<file path="src/rtl/v_instr_queue.sv">
// v_instr_queue: in-order issue buffer for vector instructions and their scalar operands
module v_instr_queue #(
  parameter int DEPTH = 4,
  parameter int XLEN  = 32
) (
  input  logic                     clk,
  input  logic                     rst,
  input  logic                     flush,
  input  logic                     in_valid,
  input  logic [XLEN-1:0]          in_instr,
  input  logic [XLEN-1:0]          in_rs1,
  input  logic [XLEN-1:0]          in_rs2,
  output logic                     in_ready,
  output logic                     in_is_vec,
  output logic                     out_valid,
  output logic [XLEN-1:0]          out_instr,
  output logic [XLEN-1:0]          out_rs1,
  output logic [XLEN-1:0]          out_rs2,
  input  logic                     deq,
  output logic [$clog2(DEPTH):0]   count,
  output logic                     ovf_err
);
  localparam int AW = $clog2(DEPTH);
  localparam logic [6:0] OPC_RTYPE = 7'b1010111;
  localparam logic [6:0] OPC_LTYPE = 7'b0000111;
  localparam logic [6:0] OPC_STYPE = 7'b0100111;
  logic [XLEN-1:0] mem_instr [DEPTH];
  logic [XLEN-1:0] mem_rs1 [DEPTH];
  logic [XLEN-1:0] mem_rs2 [DEPTH];
  logic [AW-1:0] wr_ptr, rd_ptr;
  logic full, push, pop;
  // Opcode filter, handshake and empty-masked head presentation
  always_comb begin
    in_is_vec = (in_instr[6:0] == OPC_RTYPE) || (in_instr[6:0] == OPC_LTYPE) || (in_instr[6:0] == OPC_STYPE);
    full      = count == (AW+1)'(DEPTH);
    in_ready  = !full;
    out_valid = count != '0;
    push      = in_valid && in_is_vec && in_ready;
    pop       = deq && out_valid;
    out_instr = out_valid ? mem_instr[rd_ptr] : '0;
    out_rs1   = out_valid ? mem_rs1[rd_ptr] : '0;
    out_rs2   = out_valid ? mem_rs2[rd_ptr] : '0;
  end
  // Entry storage; contents are don't-care while not counted as valid
  always_ff @(posedge clk) begin
    if (push && !rst && !flush) begin
      mem_instr[wr_ptr] <= in_instr;
      mem_rs1[wr_ptr]   <= in_rs1;
      mem_rs2[wr_ptr]   <= in_rs2;
    end
  end
  // Pointers and occupancy; flush discards any same-cycle push or pop
  always_ff @(posedge clk) begin
    if (rst || flush) begin
      wr_ptr <= '0;
      rd_ptr <= '0;
      count  <= '0;
    end else begin
      wr_ptr <= push ? wr_ptr + 1'b1 : wr_ptr;
      rd_ptr <= pop ? rd_ptr + 1'b1 : rd_ptr;
      count  <= (push && !pop) ? count + 1'b1 : (pop && !push) ? count - 1'b1 : count;
    end
  end
  // Sticky overflow flag survives flush, only reset clears it
  always_ff @(posedge clk) begin
    if (rst) ovf_err <= 1'b0;
    else if (in_valid && in_is_vec && full) ovf_err <= 1'b1;
  end
endmodule

</file>
<file path="config.mk">
export PLATFORM = sky130hd
export DESIGN_NAME = v_instr_queue
export DESIGN_NICKNAME = d
export VERILOG_FILES = /design/src/rtl/v_instr_queue.sv
export SDC_FILE = /design/constraint.sdc
export NUM_CORES = 1
export LEC_CHECK = 0
export CAP_MARGIN = 20
export CORE_ASPECT_RATIO = 0.6
export CORE_UTILIZATION = 59
export DETAILED_ROUTE_END_ITERATION = 10
export PLACE_DENSITY_LB_ADDON = 0.2
export SKIP_LAST_GASP = 1
export SLEW_MARGIN = 20
export SYNTH_ARGS = -nofsm -noshare
export SYNTH_HDL_FRONTEND = slang
export SYNTH_SLANG_ARGS = --single-unit
</file>
<file path="constraint.sdc">
create_clock -name clk -period 29.3 [get_ports clk]
set_input_delay 5.86 -clock clk [delete_from_list [all_inputs] [get_ports clk]]
set_output_delay 5.86 -clock clk [all_outputs]
set_load 0.02 [all_outputs]
</file>
==> results.json, run 1 <==
{
  "worst_pin_slew_ns": 1.10,
  "relSlewSlack_pct": 26.7,
  "wirelength_um": 29700,
  "grt_usage_pct": 23.5,
  "cts_tree": "yes",
  "htree_num_levels": 2,
  "cts_sinks": 394,
  "cap_violations": 0,
  "max-clock-path-buffers": 3,
  "crit_path_start_kind": "input port",
  "hold_path.class": "reg2reg",
  "power_frac_comb_pct": 2.8,
  "drive_gt1_share_pct": 18.1,
  "ant_nets": 0,
  "p_sw_share_pct": 18.8,
  "antenna_found_initial": 2,
  "critical-path-top-delay-family": "buffers and inverters",
  "post_dp_cell_area_sq_um": 17400,
  "core_sq_um": 24600,
  "critPathMostFrequentCell": "clkdlybuf4s50_1",
  "fin_crit_sh_pct": 46.0,
  "root_buffer": "clkbuf_16",
  "syn-cell-area_sq_um": 15000,
  "layout.nets": 998,
  "ys_seq_elements": 394,
  "ys_warn_count": 0,
  "clk_latency_ns": 0.52,
  "power.internal_mw": 0.896,
  "postCtsSetupBuffers": 0,
  "synth_edf_count": 384,
  "grt_max_degree": 76,
  "synthArstFlopShare_pct": 0,
  "viasPerCell": 5.84,
  "die-area_sq_um": 26200,
  "wl_per_cell_um": 24.0,
  "final.setup.tns_ns": 0,
  "clkTransAtPathRegs_ns": 0.06,
  "cp_slowest_stage_delay_ns": 0.60,
  "dpl.hpwl_um": 17300,
  "grt_pass1_wl_um": 45600,
  "vias": 7235,
  "globalRouteOverflowTotal": 0,
  "fin_crit_ns": 13.48,
  "crit_path_top_delay_cell": "clkdlybuf4s50_1",
  "drt-pass1-iter-count": 5,
  "drt_iter0_markers": 545,
  "setup.worst_path.end_class": "output pin",
  "crit_buf_inv": 2,
  "start_util_pct": 61.1,
  "cp.required_ns": 23.44,
  "setup_viol": 0,
  "die_h_um": 126,
  "drv_slew": 0,
  "routabilityCongestion": 0.796,
  "rsz0062_at_grt": "no",
  "status": "completed",
  "syn-instance-count": 672,
  "hold_buffers": 0,
  "total_power_mw": 1.10,
  "timing.fmax_mhz": 74.2,
  "num_rows": 44,
  "synth-seq-area-share_pct": 78.0,
  "post_cts_resize_count": 0,
  "mostFrequentLayoutCells": "384 x edfxtp_1, 203 x clkdlybuf4s50_1, 96 x mux4_2, 96 x and2_1, 37 x clkbuf_16",
  "dieWidth_um": 208,
  "synthesis.nets": 779,
  "nFillCells": 1371,
  "io_pins": 204,
  "portBuffers": 203,
  "final_common_cell": "edfxtp_1",
  "peakVddDrop_uv": 59.9,
  "worstPathCellList": "clkdlybuf4s50_1 -> and4b_1 -> o21a_1 -> clkdlybuf4s50_1",
  "grt_pass1_vias": 7695,
  "fin_worst_skew_ns": 0.0130,
  "drt_drc_violations_left": 0,
  "design_area_sq_um": 18600,
  "crit_arrival_ns": 7.62,
  "leakage_nw": 5.83,
  "final_hold_viol_count": 0,
  "syn_avg_cell_area_sq_um": 22.4,
  "p_seq_share_pct": 56.0,
  "crit_type": "in2out",
  "cts_buffers": 36,
  "ys.flop_type": "edfxtp_1",
  "cp_max_fo": 5,
  "synthToLayoutAreaGrowth_pct": 23.4,
  "powerDensity_nw_per_um2": 59.5,
  "synth_cell_type_count": 28,
  "p_sw_mw": 0.208,
  "p_clk_share_pct": 41.2
}
==> layout make-up <==
cell class	count	area, sq um	share of cell area [%]
well taps	322	403	2.17
flip-flops and latches	394	11700	63.3
multi-input cells	234	3090	16.7
clock buffers	42	965	5.20
inverters	10	37.5	0.202
diodes	1	2.50	0.0135
clock inverters	20	166	0.897
repair buffers	215	2150	11.6
==> sequential cells by signal (all words and copies together) (netlist names), named ones only <==
register   cells
wr_ptr         2
ovf_err        1
mem_rs2      128
mem_rs1      128
mem_instr    128
rd_ptr         2
count          3
==> cells in the mapped netlist (2+ instances only) <==
master,count,area share (%)
a21oi_1,2,0.067
and2_1,96,4.0
buf_2,11,0.37
buf_6,5,0.37
clkbuf_1,16,0.40
dfxtp_1,10,1.3
edfxtp_1,384,77
ha_1,5,0.42
inv_1,10,0.25
mux2i_1,3,0.20
mux4_2,96,14
nand2_1,4,0.10
nor2_1,7,0.17
nor3_1,4,0.13
o2111ai_1,2,0.12
or3_1,2,0.083
xor2_1,4,0.23
==> power by group through the flow <==
stage          Clock [mW]  Combinational [mW]  Sequential, mW
2_1_floorplan           0             0.00690           0.630
3_3_place_gp            0              0.0290           0.630
3_5_place_dp            0              0.0308           0.630
4_1_cts             0.462              0.0310           0.618
5_1_grt             0.487              0.0331           0.617
6_report            0.455              0.0312           0.618
==> worst paths after layout <==
path	startpoint	cells past startpoint	to	slack, ns
worst max-delay path	in_instr[1]	4	in_is_vec	15.82
worst min-delay path	ovf_err	2	ovf_err	0.49
worst min register to register	ovf_err	2	ovf_err	0.49
worst max register to register	count[0]	5	mem_instr[1][22]	26.44
==> logic make-up after synthesis <==
family / share of synthesized area [%]
buffers and inverters: 1.56
AOI/OAI and AO/OA: 0.374
muxes: 14.6
adders and majority gates: 0.549
xor gates and xnor gates: 0.233
DFF: 78.0
and+or+nand+nor: 4.70
==> worst min-delay path: cells and delay by family, from the launching register on <==
family	cells	cell delay (ns)
buf+inv	1	0.07
flops	1	0.32
compound gates	1	0.05
==> metrics by stage <==
stage               util, %  setup slack (ns)  cells  hold slack, ns
detailed placement     70.7             15.86   1174           0.477
global placement       70.7             15.87   1174           0.437
finish                 75.4             15.82   1238           0.488
global route           75.4             15.77   1237           0.524
CTS                    75.3             15.85   1236           0.487
floorplan                 -             15.62    672           0.471
==> layer usage <==
| metal | up-vias | share of wire (%) | GRT usage (%) |
|---|---|---|---|
| met5 | - | 0.034 | 0 |
| met3 | 46 | 6.8 | 5.24 |
| met4 | 2 | 1.9 | 6.84 |
| met1 | 3773 | 43 | 33.9 |
| met2 | 247 | 48 | 37.0 |
| li1 | 3167 | - | - |
Note: power is estimated with default switching activity, not from simulation.
==> run 2, diff against run 1 <==
CORE_UTILIZATION = 55   (was 59)
clock period = 14.15 ns   (was 29.3 ns; I/O delays follow)
==> results.json, run 2 (synthesized netlist as in run 1, its figures left out) <==
{
  "leakage_nw": 5.86,
  "crit_path_top_delay_cell": "clkdlybuf4s50_1",
  "num_rows": 46,
  "clkTransAtPathRegs_ns": 0.06,
  "crit_arrival_ns": 4.62,
  "grt_pass1_wl_um": 44700,
  "dieWidth_um": 215,
  "drive_gt1_share_pct": 18.2,
  "antenna_found_initial": 1,
  "post_cts_resize_count": 0,
  "routabilityCongestion": 0.738,
  "drv_slew": 0,
  "grt_pass1_vias": 7580,
  "clk_latency_ns": 0.52,
  "core_sq_um": 26600,
  "htree_num_levels": 2,
  "synthToLayoutAreaGrowth_pct": 23.9,
  "drt_drc_violations_left": 0,
  "cap_violations": 0,
  "cts_buffers": 36,
  "fin_crit_ns": 7.45,
  "fin_crit_sh_pct": 52.6,
  "final.setup.tns_ns": 0,
  "layout.nets": 1002,
  "crit_path_start_kind": "input port",
  "relSlewSlack_pct": 35.5,
  "grt_usage_pct": 21.7,
  "wirelength_um": 29500,
  "cp_max_fo": 5,
  "crit_type": "in2out",
  "max-clock-path-buffers": 3,
  "critPathMostFrequentCell": "clkdlybuf4s50_1",
  "cts_sinks": 394,
  "drt_iter0_markers": 444,
  "start_util_pct": 56.4,
  "worst_pin_slew_ns": 0.966,
  "fin_worst_skew_ns": 0.0152,
  "dpl.hpwl_um": 17700,
  "final_hold_viol_count": 0,
  "status": "completed",
  "setup.worst_path.end_class": "output pin",
  "reg_top3": "mem_instr (128), mem_rs1 (128), mem_rs2 (128)",
  "postCtsSetupBuffers": 0,
  "peakVddDrop_uv": 118,
  "antenna_cells": 0,
  "vias": 7175,
  "layout_setup_ws_ns": 6.70,
  "timing.fmax_mhz": 134,
  "worstPathCellList": "clkdlybuf4s50_1 -> and4b_1 -> o21a_1 -> clkdlybuf4s50_1",
  "grt_max_degree": 53,
  "powerDensity_nw_per_um2": 123,
  "drt-pass1-iter-count": 5,
  "rsz0062_at_grt": "no",
  "root_buffer": "clkbuf_16",
  "hold_path.class": "reg2reg",
  "wl_per_cell_um": 23.0,
  "cp.required_ns": 11.32,
  "total_power_mw": 2.30,
  "cp_slowest_stage_delay_ns": 0.60,
  "final_common_cell": "edfxtp_1",
  "ant_nets": 0,
  "viasPerCell": 5.60,
  "globalRouteOverflowTotal": 0,
  "io_pins": 204,
  "hold_buffers": 0,
  "setup_viol": 0,
  "pre_cts_slack_ns": 6.71,
  "portBuffers": 203,
  "die_h_um": 130,
  "cts_tree": "yes",
  "die-area_sq_um": 28000,
  "mostFrequentLayoutCells": "384 x edfxtp_1, 203 x clkdlybuf4s50_1, 96 x mux4_2, 96 x and2_1, 37 x clkbuf_16"
}
run 2: changes by cell type in the layout (fill, tap and decap cells not counted), sizes merged:
| cell | delta |
|---|---|
| clkinv | -6 |
| clkinvlp | -1 |
| diode | -1 |
| bufinv | +1 |
| buf | +4 |
| clkbuf | +8 |
run 2: worst paths after layout:
path,end,depth (start not counted),startpoint,slack (ns)
setup / recovery,in_is_vec,4,in_instr[0],6.70
hold / removal,ovf_err,2,ovf_err,0.47
setup reg to reg,mem_instr[0][14],6,count[0],11.04
hold reg to reg,ovf_err,2,ovf_err,0.47
run 2: final cells by class:
type	count	area (sq um)
sequential	394	11700
fill	1630	8020
multi-input combinational	234	3090
timing repair buffer	219	2150
clock buffer	50	995
tap	360	450
clock inverter	14	164
inverter	10	37.5
run 2: where the power goes:
part | internal (mW) | total (mW) | switching, mW
logic | 0.0357 | 0.0639 | 0.0283
registers | 1.28 | 1.28 | 0.000552
clock network | 0.564 | 0.956 | 0.392
total | 1.88 | 2.30 | 0.421
run 2: per-layer routing:
metal  part of all wire [%]  GRT usage [%]  vias to the layer above
met5                  0.047              0                        -
met4                    1.6           5.51                        2
met3                    5.1           4.69                       39
met2                     49           35.8                      204
met1                     44           30.0                     3758
li1                       -              -                     3172
run 2: worst max-delay path, delay by kind of cell:
family                 cells  cell delay (ns)
buffers and inverters      2             1.17
AND/OR/NAND/NOR            1             0.41
AO/OA/AOI/OAI              1             0.20
run 2: stage by stage:
| step | util, % | cells | area, sq um | hold slack, ns |
|---|---|---|---|---|
| floorplan | - | 672 | 15000 | 0.471 |
| global placement | 65.6 | 1217 | 17500 | 0.434 |
| finish | 69.9 | 1281 | 18600 | 0.474 |
| detailed placement | 65.6 | 1217 | 17500 | 0.463 |
| global route | 69.9 | 1281 | 18600 | 0.489 |
| CTS | 69.9 | 1281 | 18600 | 0.476 |
